File: src/rtl/collision_scheduler_pkg.sv
// -----------------------------------------------------------------------------
// collision_scheduler_pkg
// Shared definitions for the collision scheduler slice:
//   - `POSITION_WIDTH : coordinate width of the sprite attribute table
//                       (a default is supplied if the build does not set it)
//   - state_e         : scheduler FSM encoding (IDLE / LOAD_A / SCAN / DONE)
//   - box_t           : one axis-aligned bounding box
//   - axis_overlap()  : strict 1-D interval overlap helper
// Optional feature macro used by the slice: COLLISION_PAIR_EVENT_EN
// (adds pair_valid / pair_a / pair_b outputs to collision_scheduler).
// -----------------------------------------------------------------------------
`ifndef POSITION_WIDTH
`define POSITION_WIDTH 10
`endif

package collision_scheduler_pkg;

    localparam int POS_W = `POSITION_WIDTH;

    typedef enum logic [1:0] {
        ST_IDLE   = 2'd0,
        ST_LOAD_A = 2'd1,
        ST_SCAN   = 2'd2,
        ST_DONE   = 2'd3
    } state_e;

    typedef struct packed {
        logic [POS_W-1:0] x1;
        logic [POS_W-1:0] y1;
        logic [POS_W-1:0] x2;
        logic [POS_W-1:0] y2;
    } box_t;

    // Strict overlap on one axis: both spans must be non-empty (lo < hi) and
    // they must share interior points, so touching edges never count.
    function automatic logic axis_overlap(input logic [POS_W-1:0] a_lo,
                                          input logic [POS_W-1:0] a_hi,
                                          input logic [POS_W-1:0] b_lo,
                                          input logic [POS_W-1:0] b_hi);
        return (a_lo < a_hi) && (b_lo < b_hi) && (a_lo < b_hi) && (b_lo < a_hi);
    endfunction

endpackage

File: src/rtl/aabb_collision.sv
// -----------------------------------------------------------------------------
// aabb_collision
// Combinational axis-aligned bounding box comparator. Reports overlap only
// when the two boxes share interior area; touching edges, zero-width or
// inverted (x2<x1 / y2<y1) boxes never overlap. Coordinates are unsigned.
// Ports:
//   a_x1_i..a_y2_i : bounds of box A
//   b_x1_i..b_y2_i : bounds of box B
//   overlap_o      : 1 when A and B overlap
// -----------------------------------------------------------------------------
`ifndef POSITION_WIDTH
`define POSITION_WIDTH 10
`endif

module aabb_collision
    import collision_scheduler_pkg::*;
(
    input  logic [`POSITION_WIDTH-1:0] a_x1_i,
    input  logic [`POSITION_WIDTH-1:0] a_y1_i,
    input  logic [`POSITION_WIDTH-1:0] a_x2_i,
    input  logic [`POSITION_WIDTH-1:0] a_y2_i,
    input  logic [`POSITION_WIDTH-1:0] b_x1_i,
    input  logic [`POSITION_WIDTH-1:0] b_y1_i,
    input  logic [`POSITION_WIDTH-1:0] b_x2_i,
    input  logic [`POSITION_WIDTH-1:0] b_y2_i,
    output logic                       overlap_o
);

    assign overlap_o = axis_overlap(a_x1_i, a_x2_i, b_x1_i, b_x2_i) &&
                       axis_overlap(a_y1_i, a_y2_i, b_y1_i, b_y2_i);

endmodule

File: src/rtl/collision_scheduler.sv
// -----------------------------------------------------------------------------
// collision_scheduler
// Time-multiplexes one aabb_collision comparator over every unordered object
// pair (i<j) once per start strobe, reading the attribute table through a
// single indexed read port, and publishes a per-object hit mask that holds
// until the next scan completes.
// Ports:
//   clk, rst_n         : clock, asynchronous active-low reset
//   start              : scan request, honoured only in IDLE
//   obj_enable         : per-slot enable, snapshotted when start is accepted
//   obj_rd_idx         : table read index (0 in IDLE, i in LOAD_A, j in SCAN)
//   obj_rd_x1..y2      : bounds of slot obj_rd_idx, same-cycle combinational
//   busy               : high from the cycle after acceptance through DONE
//   done               : one-cycle pulse in DONE
//   hit_mask           : per-object result of the last completed scan
// Optional (macro COLLISION_PAIR_EVENT_EN):
//   pair_valid, pair_a, pair_b : one event per overlapping enabled pair,
//                                one cycle after its SCAN cycle
// -----------------------------------------------------------------------------
`ifndef POSITION_WIDTH
`define POSITION_WIDTH 10
`endif

module collision_scheduler
    import collision_scheduler_pkg::*;
#(
    parameter int NUM_OBJECTS = 8,
    parameter int IDX_W       = 3
) (
    input  logic                       clk,
    input  logic                       rst_n,
    input  logic                       start,
    input  logic [NUM_OBJECTS-1:0]     obj_enable,
    output logic [IDX_W-1:0]           obj_rd_idx,
    input  logic [`POSITION_WIDTH-1:0] obj_rd_x1,
    input  logic [`POSITION_WIDTH-1:0] obj_rd_y1,
    input  logic [`POSITION_WIDTH-1:0] obj_rd_x2,
    input  logic [`POSITION_WIDTH-1:0] obj_rd_y2,
    output logic                       busy,
    output logic                       done,
    output logic [NUM_OBJECTS-1:0]     hit_mask
`ifdef COLLISION_PAIR_EVENT_EN
    ,
    output logic                       pair_valid,
    output logic [IDX_W-1:0]           pair_a,
    output logic [IDX_W-1:0]           pair_b
`endif
);

    localparam logic [IDX_W-1:0] IDX_ONE    = IDX_W'(1);
    localparam logic [IDX_W-1:0] LAST_IDX   = IDX_W'(NUM_OBJECTS - 1);
    localparam logic [IDX_W-1:0] PENULT_IDX = IDX_W'(NUM_OBJECTS - 2);

    state_e                 state_q, state_d;
    logic [IDX_W-1:0]       i_q, i_d, j_q, j_d, rd_idx_q, rd_idx_d;
    box_t                   a_q, a_d, rd_box_s;
    logic [NUM_OBJECTS-1:0] acc_q, acc_d, en_snap_q, en_snap_d, hit_mask_q, hit_mask_d;
    logic                   busy_q, busy_d, done_q, done_d;
    logic                   overlap_s, hit_gated_s;

    assign rd_box_s = '{x1: obj_rd_x1, y1: obj_rd_y1, x2: obj_rd_x2, y2: obj_rd_y2};

    aabb_collision u_cmp (
        .a_x1_i    (a_q.x1),
        .a_y1_i    (a_q.y1),
        .a_x2_i    (a_q.x2),
        .a_y2_i    (a_q.y2),
        .b_x1_i    (obj_rd_x1),
        .b_y1_i    (obj_rd_y1),
        .b_x2_i    (obj_rd_x2),
        .b_y2_i    (obj_rd_y2),
        .overlap_o (overlap_s)
    );

    // Only pairs where both objects were enabled at acceptance may score.
    assign hit_gated_s = (state_q == ST_SCAN) && overlap_s && en_snap_q[i_q] && en_snap_q[j_q];

    // FSM state register.
    always_ff @(posedge clk or negedge rst_n) begin
        if (!rst_n) begin
            state_q <= ST_IDLE;
        end else begin
            state_q <= state_d;
        end
    end

    // FSM next-state: the row of pair (i, last) ends each LOAD_A/SCAN pass.
    always_comb begin
        state_d = state_q;
        case (state_q)
            ST_IDLE: begin
                if (start) state_d = ST_LOAD_A;
                else       state_d = ST_IDLE;
            end
            ST_LOAD_A: state_d = ST_SCAN;
            ST_SCAN: begin
                if (j_q == LAST_IDX) begin
                    if (i_q == PENULT_IDX) state_d = ST_DONE;
                    else                   state_d = ST_LOAD_A;
                end else begin
                    state_d = ST_SCAN;
                end
            end
            ST_DONE: state_d = ST_IDLE;
            default: state_d = ST_IDLE;
        endcase
    end

    // Datapath and output next values; outputs are derived from the next
    // state so that they come straight out of flops aligned with state_q.
    always_comb begin
        i_d        = i_q;
        j_d        = j_q;
        a_d        = a_q;
        acc_d      = acc_q;
        en_snap_d  = en_snap_q;
        hit_mask_d = hit_mask_q;
        case (state_q)
            ST_IDLE: begin
                if (start) begin
                    en_snap_d = obj_enable;
                    acc_d     = '0;
                    i_d       = '0;
                end else begin
                    en_snap_d = en_snap_q;
                end
            end
            ST_LOAD_A: begin
                a_d = rd_box_s;
                j_d = i_q + IDX_ONE;
            end
            ST_SCAN: begin
                if (hit_gated_s) begin
                    acc_d[i_q] = 1'b1;
                    acc_d[j_q] = 1'b1;
                end else begin
                    acc_d = acc_q;
                end
                if (j_q == LAST_IDX) begin
                    if (i_q != PENULT_IDX) i_d = i_q + IDX_ONE;
                    else                   i_d = i_q;
                end else begin
                    j_d = j_q + IDX_ONE;
                end
            end
            ST_DONE: hit_mask_d = acc_q;
            default: hit_mask_d = hit_mask_q;
        endcase

        busy_d = (state_d != ST_IDLE);
        done_d = (state_d == ST_DONE);
        case (state_d)
            ST_LOAD_A: rd_idx_d = i_d;
            ST_SCAN:   rd_idx_d = j_d;
            default:   rd_idx_d = '0;
        endcase
    end

    // Datapath and output registers.
    always_ff @(posedge clk or negedge rst_n) begin
        if (!rst_n) begin
            i_q        <= '0;
            j_q        <= '0;
            a_q        <= '0;
            acc_q      <= '0;
            en_snap_q  <= '0;
            hit_mask_q <= '0;
            busy_q     <= 1'b0;
            done_q     <= 1'b0;
            rd_idx_q   <= '0;
        end else begin
            i_q        <= i_d;
            j_q        <= j_d;
            a_q        <= a_d;
            acc_q      <= acc_d;
            en_snap_q  <= en_snap_d;
            hit_mask_q <= hit_mask_d;
            busy_q     <= busy_d;
            done_q     <= done_d;
            rd_idx_q   <= rd_idx_d;
        end
    end

    assign obj_rd_idx = rd_idx_q;
    assign busy       = busy_q;
    assign done       = done_q;
    assign hit_mask   = hit_mask_q;

`ifdef COLLISION_PAIR_EVENT_EN
    logic             pair_valid_q;
    logic [IDX_W-1:0] pair_a_q, pair_b_q;

    // Pair event register: one event per scoring SCAN cycle, in scan order.
    always_ff @(posedge clk or negedge rst_n) begin
        if (!rst_n) begin
            pair_valid_q <= 1'b0;
            pair_a_q     <= '0;
            pair_b_q     <= '0;
        end else begin
            pair_valid_q <= hit_gated_s;
            if (hit_gated_s) begin
                pair_a_q <= i_q;
                pair_b_q <= j_q;
            end else begin
                pair_a_q <= pair_a_q;
                pair_b_q <= pair_b_q;
            end
        end
    end

    assign pair_valid = pair_valid_q;
    assign pair_a     = pair_a_q;
    assign pair_b     = pair_b_q;
`endif

endmodule

File: config.mk
export PLATFORM = sky130hd
export DESIGN_NAME = collision_scheduler
export DESIGN_NICKNAME = d
export VERILOG_FILES = /design/src/rtl/collision_scheduler_pkg.sv /design/src/rtl/aabb_collision.sv /design/src/rtl/collision_scheduler.sv
export SDC_FILE = /design/constraint.sdc
export NUM_CORES = 1
export LEC_CHECK = 0
export BUFFER_PORTS_ARGS = -buffer_cell sky130_fd_sc_hd__buf_2
export CAP_MARGIN = 10
export CORE_UTILIZATION = 25
export CTS_CLUSTER_DIAMETER = 60
export DETAILED_ROUTE_END_ITERATION = 8
export GPL_TIMING_DRIVEN = 0
export MAX_ROUTING_LAYER = met4
export PLACE_DENSITY_LB_ADDON = 0.05
export SLEW_MARGIN = 40
export SYNTH_ARGS = -nofsm -noshare
export SYNTH_HDL_FRONTEND = slang
export SYNTH_SLANG_ARGS = --single-unit
File: constraint.sdc
create_clock -name clk -period 2.6 [get_ports clk]
set_input_delay 0.39 -clock clk [delete_from_list [all_inputs] [get_ports clk]]
set_output_delay 0.39 -clock clk [all_outputs]
set_load 0.01 [all_outputs]
# Yosys cells after proc, flatten, opt, wreduce, memory -nomap -nowiden
# Index checks and enable logic that the tools add are counted.
# totals
ff_bits	77
latchBits	0
ramBits	0
mem_bits_ro	0
inputBits	51
out_inout_bits	13
word_cells	79
memories	0
# op_classes
n_addsub	2
multipliers	0
n_div	0
n_lt_le_gt_ge	12
eq_ne	11
shift	0
n_mux	22
n_bitwise	2
reduce_logical	17
# ops
op	n
$lt A10 B10 Y1	8
$pmux W3 S2	3
$mux W8	2
$or A8 B8 Y8	2
$pmux W8 S2	1
$logic_and A1 B1 Y1	12
$mux W3	4
$eq A2 B2 Y1 const B	4
$lt A3 B4 Y1 const B	2
$pmux W2 S4	1
$add A3 B1 Y3 const B	2
$bmux W1 S3	2
$demux W1 S3	2
$eq A3 B3 Y1 const B	2
$ge A3 B1 Y1 const B	2
$mux W1	5
$eq A2 B1 Y1 const B	2
$mux W2	2
$ne A2 B2 Y1 const B	2
$reduce_bool A2 Y1	2
$ne A3 B3 Y1 const B	1
$reduce_and A3 Y1	1
$logic_not A2 Y1	1
$reduce_and A2 Y1	1

# Longest topological paths before layout
# Gate-level depths: netlist (run 1).
# logic_depth
depth_word	10
mapped_depth	9
mapped_depth_nobuf	8

# By module
# Synthesis (run 1) repeated with hierarchy kept, for this count alone.
# unflattened
hier_cells	490
hier_area_um2	5180.0
# modules_own_cells
mod	n_inst	cells_per_inst	area_per_inst_um2	seq_area_each_um2
collision_scheduler	1	277	3520.9	1926.8
aabb_collision	1	213	1659.1	0.0

# Least setup slack after synthesis (run 1)
# Ideal clock, no wire load.
# synth_timing
path_kind	input -> register
startpoint	in obj_rd_y2[7]
endpoint	reg acc_q[0]
setup_ns	0.096
arrival_time_ns	2.196
path_slack_ns	0.308
path_stages	8
path_buffers	0
path_cell_list	inv_1 > ha_1 > a21oi_1 > o22ai_1 > or4_4 > nor4_4 > o2111ai_4 > o31ai_1
# synth_between
elab_chain_len	10
word_cells_on_any_way	11
# synth_rtl
item	line	source
start: declaration	collision_scheduler.sv:38	input logic [`POSITION_WIDTH-1:0] obj_rd_y2,
$lt A10 B10 Y1	collision_scheduler_pkg.sv:40	return (a_lo < a_hi) && (b_lo < b_hi) && (a_lo < b_hi) && (b_lo < a_hi);
$logic_and A1 B1 Y1	collision_scheduler_pkg.sv:40	
$logic_and A1 B1 Y1 (*) (2 in a row)	collision_scheduler_pkg.sv:40	
$logic_and A1 B1 Y1 (*)	aabb_collision.sv:29	assign overlap_o = axis_overlap(a_x1_i, a_x2_i, b_x1_i, b_x2_i) &&
$logic_and A1 B1 Y1 (*) (3 in a row)	collision_scheduler.sv:76	assign hit_gated_s = (state_q == ST_SCAN) && overlap_s && en_snap_q[i_q] && en_snap_q[j_q];
$ne A2 B2 Y1 (no source line) (*)	n/a	
$reduce_and A3 Y1 (no source line) (*)	n/a	
end signal: assignment	collision_scheduler.sv:165	acc_q <= '0;
end signal: assignment	collision_scheduler.sv:175	acc_q <= acc_d;
end: declaration	collision_scheduler.sv:57	logic [NUM_OBJECTS-1:0] acc_q, acc_d, en_snap_q, en_snap_d, hit_mask_q, hit_mask_d;
# Mark *: on every way between the ends. The rest lies on a longest branch, timed or not.
# A chain may end at the register's enable or synchronous reset.

# Final worst setup path (run 1)
# layout_timing
startpoint	reg a_q[17] in the netlist's numbering
endpoint	reg acc_q[0]
# layout_between
elab_chain_len	10
word_cells_on_any_way	11
# layout_rtl
item	line	source
start: declaration	collision_scheduler.sv:56	box_t a_q, a_d, rd_box_s;
start signal: assignment	collision_scheduler.sv:164	a_q <= '0;
start signal: assignment	collision_scheduler.sv:174	a_q <= a_d;
$lt A10 B10 Y1	collision_scheduler_pkg.sv:40	
$logic_and A1 B1 Y1 (2 in a row)	collision_scheduler_pkg.sv:40	
$logic_and A1 B1 Y1 (*)	collision_scheduler_pkg.sv:40	
$logic_and A1 B1 Y1 (*)	aabb_collision.sv:29	
$logic_and A1 B1 Y1 (*) (3 in a row)	collision_scheduler.sv:76	
$ne A2 B2 Y1 (no source line) (*)	n/a	
$reduce_and A3 Y1 (no source line) (*)	n/a	
# Marks and branches as above.

==> results of run 1 <==
## metrics by stage
| step | utilization, % | TNS [ns] | instances |
|---|---|---|---|
| global route | 30.8 | 0 | 829 |
| detailed placement | 29.2 | -0.900 | 814 |
| floorplan | - | 0 | 485 |
| CTS | 30.7 | 0 | 829 |
| finish | 30.8 | 0 | 829 |
| global placement | 29.0 | -1.01 | 813 |
## critical path, stage by stage (launching register included)
cell       delay [ns]
dfrtp_1          0.36
inv_1            0.11
ha_1             0.27
a21oi_2          0.18
o22ai_1          0.10
or4_4            0.55
nor4_4           0.32
o2111ai_4        0.25
o31ai_1          0.28
## cells in the final DEF (no fill, tap or decap), drive strengths merged, types with 4 or more instances in the layout
master / n
ha: 83
dfrtp: 77
buf: 67
inv: 50
nand2: 44
mux2: 39
a21oi: 29
o21ai: 24
clkbuf: 22
nand4: 12
nor2: 11
a21o: 10
o31ai: 10
nand3: 7
o22ai: 6
a22oi: 6
nand2b: 6
nor2b: 5
nor3: 5
a31oi: 4
mux2i: 4
o32a: 4
nor4: 4
## layout make-up
type	instances	area [um2]	share of cell area, %
inverter	52	199	3.29
multi-input combinational	341	2870	47.5
timing repair buffer	65	359	5.94
clock buffer	11	233	3.85
sequential	77	1930	31.9
tap	265	332	5.49
clock inverter	4	50.0	0.828
buffer	14	71.3	1.18
## registers in the layout (all words and copies together), names as in the netlist
name / flops
a_q: 40
state_q: 2
obj_rd_idx: 3
i_q: 3
en_snap_q: 8
done: 1
j_q: 3
busy: 1
hit_mask: 8
acc_q: 8
## cell usage after synthesis, types with 2 or more instances
cell and count:
inv_1 48, a32oi_1 2, a211o_1 2, a31oi_1 4, a21oi_1 28, a2111oi_0 2, nand2_1 44, buf_6 2
nand3_1 7, clkbuf_1 12, o21a_1 3, mux2_2 38, dfrtp_1 77, o22ai_1 6, a22oi_1 6, nand4_1 11
nor2_1 11, a211oi_1 2, o32a_1 3, nor2b_1 5, clkinv_1 2, ha_1 83, nor4_1 3, nor3_1 5
inv_2 2, o31ai_1 10, nand2b_1 6, mux2i_1 4, o21ai_0 23, a21o_1 10
## routing by layer
metal / part of all wire, % / wire, um
met2: 44 / 6310
met1: 52 / 7530
met5: 0 / 0
met4: 1.5 / 219
met3: 2.8 / 401
## power by group
part           internal (uW)  switching, uW
Sequential              1620            265
Clock                    739            539
Combinational           1240           1630
## what timing repair did
item / in CTS / in global routing
setup buffers: 0 / 0
gates resized for setup: 1 / 8
pin swaps: 1 / 3
hold buffers: 1 / 0
hold endpoints to repair: 29 / 0
endpoints found under the setup margin: 5 / 24
## how the worst max path moves through the flow
stage / start / endpoint / depth (start not counted)
6_report: a_q[17] / acc_q[0] / 8
5_1_grt: a_q[17] / acc_q[0] / 8
4_1_cts: i_q[0] / obj_rd_idx[1] / 8
3_5_place_dp: i_q[0] / obj_rd_idx[1] / 9
3_3_place_gp: i_q[0] / obj_rd_idx[1] / 9
2_1_floorplan: obj_rd_y2[7] / acc_q[0] / 8
## cell families (layout without fill, tap and decap cells)
| group | after synthesis | in the layout | share of synthesized area (%) |
|---|---|---|---|
| flops | 77 | 77 | 38.3 |
| buf+inv | 67 | 146 | 5.32 |
| compound gates | 112 | 112 | 15.1 |
| fa+ha+maj | 83 | 83 | 20.6 |
| xor+xnor | 1 | 1 | 0.174 |
| mux | 45 | 45 | 10.6 |
| simple gates | 100 | 100 | 9.99 |
==> results.sh, run 1 <==
export IMPL_holdWs_ns=0.270
export IMPL_worstMarginPinSlew_ns=0.778
export IMPL_timing_rr_end="acc_q[0]"
export IMPL_stdcell_area_um2=6040
export IMPL_slew_headroom_pct=48.2
export IMPL_syn_area_um2=5030
export IMPL_num_vias=3823
export IMPL_die_area_um2=20700
export IMPL_worst_slack_ns=0.0763
export IMPL_grt_pass1_vias=4061
export IMPL_min_delay_start="obj_rd_x2[7]"
export IMPL_antenna_found_initial=0
export IMPL_area_delta_synth_final_pct=20.0
export IMPL_synth_top_area_cell="dfrtp_1"
export IMPL_fin_crit_sh_pct=97.1
export IMPL_gp_congestion=0.795
export IMPL_avgViaCountPerCell=4.61
export IMPL_final_nets=694
export IMPL_dieWidth_um=144
export IMPL_p_leak_uw=0.00286
export IMPL_grt_overflow_total=0
export IMPL_grt_pass1_wl_mm=23.2
export IMPL_slew_viol_final=0
export IMPL_routed_wirelength_mm=14.5
export IMPL_start_kind="register"
export IMPL_synth_top_cell_area_share_pct=38.3
export IMPL_drc_errors=0
export IMPL_worstReg2RegStart="a_q[17]"
export IMPL_hp_class="primary input to register"
export IMPL_cts_buffers=9
export IMPL_p_total_uw=6030
export IMPL_rows=51
export IMPL_yosys_warnings=0
export IMPL_grt_use_total_pct=15.7
export IMPL_worstRegToRegCells=8
export IMPL_synthFlopType="dfrtp_1"
export IMPL_finalHoldViolCount=0
export IMPL_placed_cell_area_um2=5720
export IMPL_fill_cells=2096
export IMPL_pin_count=64
export IMPL_fp_coreArea_um2=19600
export IMPL_clkSlewWorstSetupHoldPaths_ns=0.07
export IMPL_max_cap_viol_count=0
export IMPL_ant_nets=0
export IMPL_crit_fanout=8
export IMPL_fin_crit_ns=2.52
export IMPL_port_buffers=63
export IMPL_ys_types=54
export IMPL_synth_cells=485
export IMPL_dpl_worst_slack_ns=-0.165
export IMPL_syn_nets=619
export IMPL_ys_async_sr_fraction_pct=100
export IMPL_grtUsageMet3_pct=2.43
export IMPL_dpl_hpwl_mm=11.4
export IMPL_synth_edff_count=0
export IMPL_grt_max_degree=49
export IMPL_hold_end="a_q[17]"
export IMPL_drive_above_1_share_pct=24.5
export IMPL_drt_wirelength_per_cell_um=17.4
export IMPL_first_iter_violations=160
export IMPL_htree_levels=3
export IMPL_grt_met2_usage_pct=23.4
export IMPL_cts_tree="built"
export IMPL_clock_latency_ns=0.34
export IMPL_fmax_mhz=396
export IMPL_crit_type="register to register"
export IMPL_synth_area_per_cell_um2=10.4
export IMPL_die_h_um=144
export IMPL_end_kind="register"
export IMPL_fin_worst_skew_ns=0.00647
export IMPL_ir_worst_vdd_uv=308
export IMPL_start_util_pct=25.7
export IMPL_cp_arrival_ns=2.77
export IMPL_synthTopCellsByArea="dfrtp_1 (38%), ha_1 (21%), mux2_2 (8.5%), inv_1 (3.6%), nand2_1 (3.3%)"
export IMPL_setup_viol=0
export IMPL_clock_sinks=77
export IMPL_required_ns=2.85
export IMPL_first_pass_iters=4
export IMPL_r2r_slack_ns=0.08
export IMPL_seq_area_frac_synth_pct=38.3
export IMPL_cts_path_max_buffers=2
export IMPL_p_per_area_nw_per_um2=998
export IMPL_hold_depth=3
export IMPL_ys_ff_latch=77
export IMPL_rsz0062_at_grt="no"
export IMPL_grt_busiest_layer="met2"
export IMPL_status="finished, final reports clean"
export IMPL_cts_root_buf="clkbuf_16"
export IMPL_diodes=0
export IMPL_grtUsageMet1_pct=21.2
(Power assumes the default switching activity.)
==> run 2: changes to the inputs <==
--- a/config.mk
+++ b/config.mk
@@ -5,8 +5,11 @@
 export SDC_FILE = /design/constraint.sdc
 export NUM_CORES = 1
 export LEC_CHECK = 0
+export ABC_AREA = 1
 export BUFFER_PORTS_ARGS = -buffer_cell sky130_fd_sc_hd__buf_2
 export CAP_MARGIN = 10
+export CELL_PAD_IN_SITES_DETAIL_PLACEMENT = 0
+export CELL_PAD_IN_SITES_GLOBAL_PLACEMENT = 1
 export CORE_UTILIZATION = 25
 export CTS_CLUSTER_DIAMETER = 60
 export DETAILED_ROUTE_END_ITERATION = 8
==> run 2 against run 1 <==
Against the previous run:
- register-to-register slack improved by 0.22 ns
- clock power increased by 20%
- die area grew 6.2%
- cell count rose by 29%
- sequential power shrank 24%
- worst setup slack gained 0.22 ns
- largest cell class unchanged
==> results.sh, run 2 <==
export IMPL_status="finished, final reports clean"
export IMPL_gp_congestion=0.785
export IMPL_fmax_mhz=434
export IMPL_hold_depth=3
export IMPL_cts_hold_buf=1
export IMPL_fill_cells=2328
export IMPL_slew_viol_final=0
export IMPL_avgViaCountPerCell=4.27
export IMPL_fp_coreArea_um2=21000
export IMPL_first_iter_violations=193
export IMPL_first_pass_iters=4
export IMPL_cts_path_max_buffers=2
export IMPL_syn_nets=848
export IMPL_timing_rr_end="obj_rd_idx[0]"
export IMPL_start_util_pct=25.5
export IMPL_drive_above_1_share_pct=12.7
export IMPL_antenna_found_initial=0
export IMPL_ir_worst_vdd_uv=353
export IMPL_rows=53
export IMPL_clock_sinks=77
export IMPL_ant_nets=0
export IMPL_yosysMostFrequentCell="nand2_1"
export IMPL_die_h_um=148
export IMPL_synth_top_area_cell="dfrtp_1"
export IMPL_hold_end="en_snap_q[5]"
export IMPL_start_kind="register"
export IMPL_clkSlewWorstSetupHoldPaths_ns=0.07
export IMPL_diodes=0
export IMPL_fin_crit_sh_pct=88.6
export IMPL_cp_arrival_ns=2.54
export IMPL_dp_cells=1053
export IMPL_synthFlopType="dfrtp_1"
export IMPL_finalHoldViolCount=0
export IMPL_largest_register_ffs=40
export IMPL_min_delay_start="obj_enable[5]"
export IMPL_layout_cells_non_filler=1070
export IMPL_postCtsSetupRepairBufs=0
export IMPL_cts_resized_gates=0
export IMPL_end_kind="register"
export IMPL_placed_cell_area_um2=6040
export IMPL_die_area_um2=22000
export IMPL_drc_errors=0
export IMPL_grtUsageMet1_pct=21.0
export IMPL_r2r_slack_ns=0.30
export IMPL_port_buffers=63
export IMPL_syn_area_um2=5350
export IMPL_clock_latency_ns=0.35
export IMPL_grtUsageMet3_pct=3.31
export IMPL_rsz0062_at_grt="no"
export IMPL_synth_top_cell_area_share_pct=36.0
export IMPL_grt_pass1_vias=4600
export IMPL_area_delta_synth_final_pct=19.6
export IMPL_slew_headroom_pct=51.7
export IMPL_ys_async_sr_fraction_pct=100
export IMPL_max_cap_viol_count=0
export IMPL_mostFrequentLayoutCells="nand2_1 (256), inv_1 (105), ha_1 (83), dfrtp_1 (77), buf_2 (63)"
export IMPL_required_ns=2.83
export IMPL_ys_top_cells_by_count="nand2_1 (256), inv_1 (105), ha_1 (83), dfrtp_1 (77), nor2_1 (50)"
export IMPL_stdcell_area_um2=6400
export IMPL_p_leak_uw=0.00362
export IMPL_num_vias=4564
export IMPL_htree_levels=3
export IMPL_drt_wirelength_per_cell_um=14.2
export IMPL_ys_types=29
export IMPL_cts_buffers=9
export IMPL_worstMarginPinSlew_ns=0.725
export IMPL_grt_met2_usage_pct=23.0
export IMPL_tns_ns=0
export IMPL_dieWidth_um=148
export IMPL_p_per_area_nw_per_um2=638
export IMPL_synth_edff_count=0
export IMPL_cts_root_buf="clkbuf_16"
export IMPL_crit_fanout=5
export IMPL_cts_tree="built"
export IMPL_pin_count=64
export IMPL_ys_ff_latch=77
export IMPL_final_common_cell="nand2_1"
export IMPL_synthTopCellsByArea="dfrtp_1 (36%), ha_1 (19%), nand2_1 (18%), inv_1 (7.4%), nor2_1 (3.5%)"
export IMPL_dpl_hpwl_mm=12.0
export IMPL_fin_worst_skew_ns=0.00831
export IMPL_setup_viol=0
export IMPL_hp_class="primary input to register"
export IMPL_fin_crit_ns=2.30
export IMPL_routed_wirelength_mm=15.2
export IMPL_worstReg2RegStart="state_q[0]"
export IMPL_grt_busiest_layer="met2"
export IMPL_final_nets=924
export IMPL_synth_area_per_cell_um2=7.49
export IMPL_yosys_warnings=0
export IMPL_grt_use_total_pct=15.3
export IMPL_worstRegToRegCells=10
export IMPL_grt_pass1_wl_mm=24.7
export IMPL_seq_area_frac_synth_pct=36.0
export IMPL_grt_overflow_total=0
export IMPL_synth_cells=714
export IMPL_top_register="a_q"
export IMPL_grt_max_degree=54
export IMPL_crit_type="register to register"
run 2: cell count changes after synthesis, sizes merged, moves of 15 or more:
cell / change
nand2: +215
inv: +60
nor2: +40
mux2: -31
nand3: +20
o21ai: +15
run 2: area by class of cell:
class	count	area, um2	area share (%)
multi-input cells	512	2930	45.7
flip-flops and latches	77	1930	30.1
inverters	110	415	6.49
repair buffers	65	359	5.61
well taps	275	344	5.38
clock buffers	10	229	3.58
clock inverters	6	119	1.86
plain buffers	15	80.1	1.25
run 2: logic make-up after synthesis:
family	share of synthesized area [%]
fa+ha+maj	19.4
xor+xnor	0.164
mux	1.68
flops	36.0
compound gates	7.95
simple gates	25.5
buf+inv	9.26
run 2: routing by layer:
layer / wire (um) / vias to the layer above
met5: 0 / -
met4: 138 / 0
met3: 504 / 7
met2: 6650 / 64
met1: 7930 / 2086
li1: - / 2407
run 2: through the flow:
step | hold slack [ns] | utilization (%) | power, uW | setup slack [ns]
2_1_floorplan | 0.0944 | - | 2190 | 0.725
3_3_place_gp | 0.490 | 28.6 | 2580 | 0.338
3_5_place_dp | 0.288 | 28.7 | 2600 | 0.305
4_1_cts | 0.221 | 30.5 | 4180 | 0.282
5_1_grt | 0.223 | 30.5 | 4400 | 0.0745
6_report | 0.236 | 30.5 | 4080 | 0.295
run 2: worst max path at each step:
stage	startpoint	end	depth (start not counted)	slack [ns]
after global routing	state_q[0]	obj_rd_idx[1]	10	0.07
final	state_q[0]	obj_rd_idx[0]	10	0.30
after CTS	state_q[0]	obj_rd_idx[0]	10	0.28
after detailed placement	state_q[0]	obj_rd_idx[0]	10	0.31
after global placement	state_q[0]	obj_rd_idx[2]	10	0.34
after floorplan	state_q[0]	obj_rd_idx[0]	10	0.72
run 2: power breakdown:
group          internal (uW)  leakage (uW)  switching [uW]  total (uW)
Combinational            411       0.00247             709        1120
Clock                    952      0.000169             577        1530
Sequential              1330      0.000974            99.9        1430
run 2: critical path, stage by stage (launching register included):
cell and delay (ns):
dfrtp_1 0.41, inv_1 0.09, ha_1 0.26, inv_1 0.10
nor2_1 0.19, inv_1 0.09, o21ai_0 0.45, inv_1 0.14
ha_1 0.32, inv_1 0.09, a21oi_1 0.05
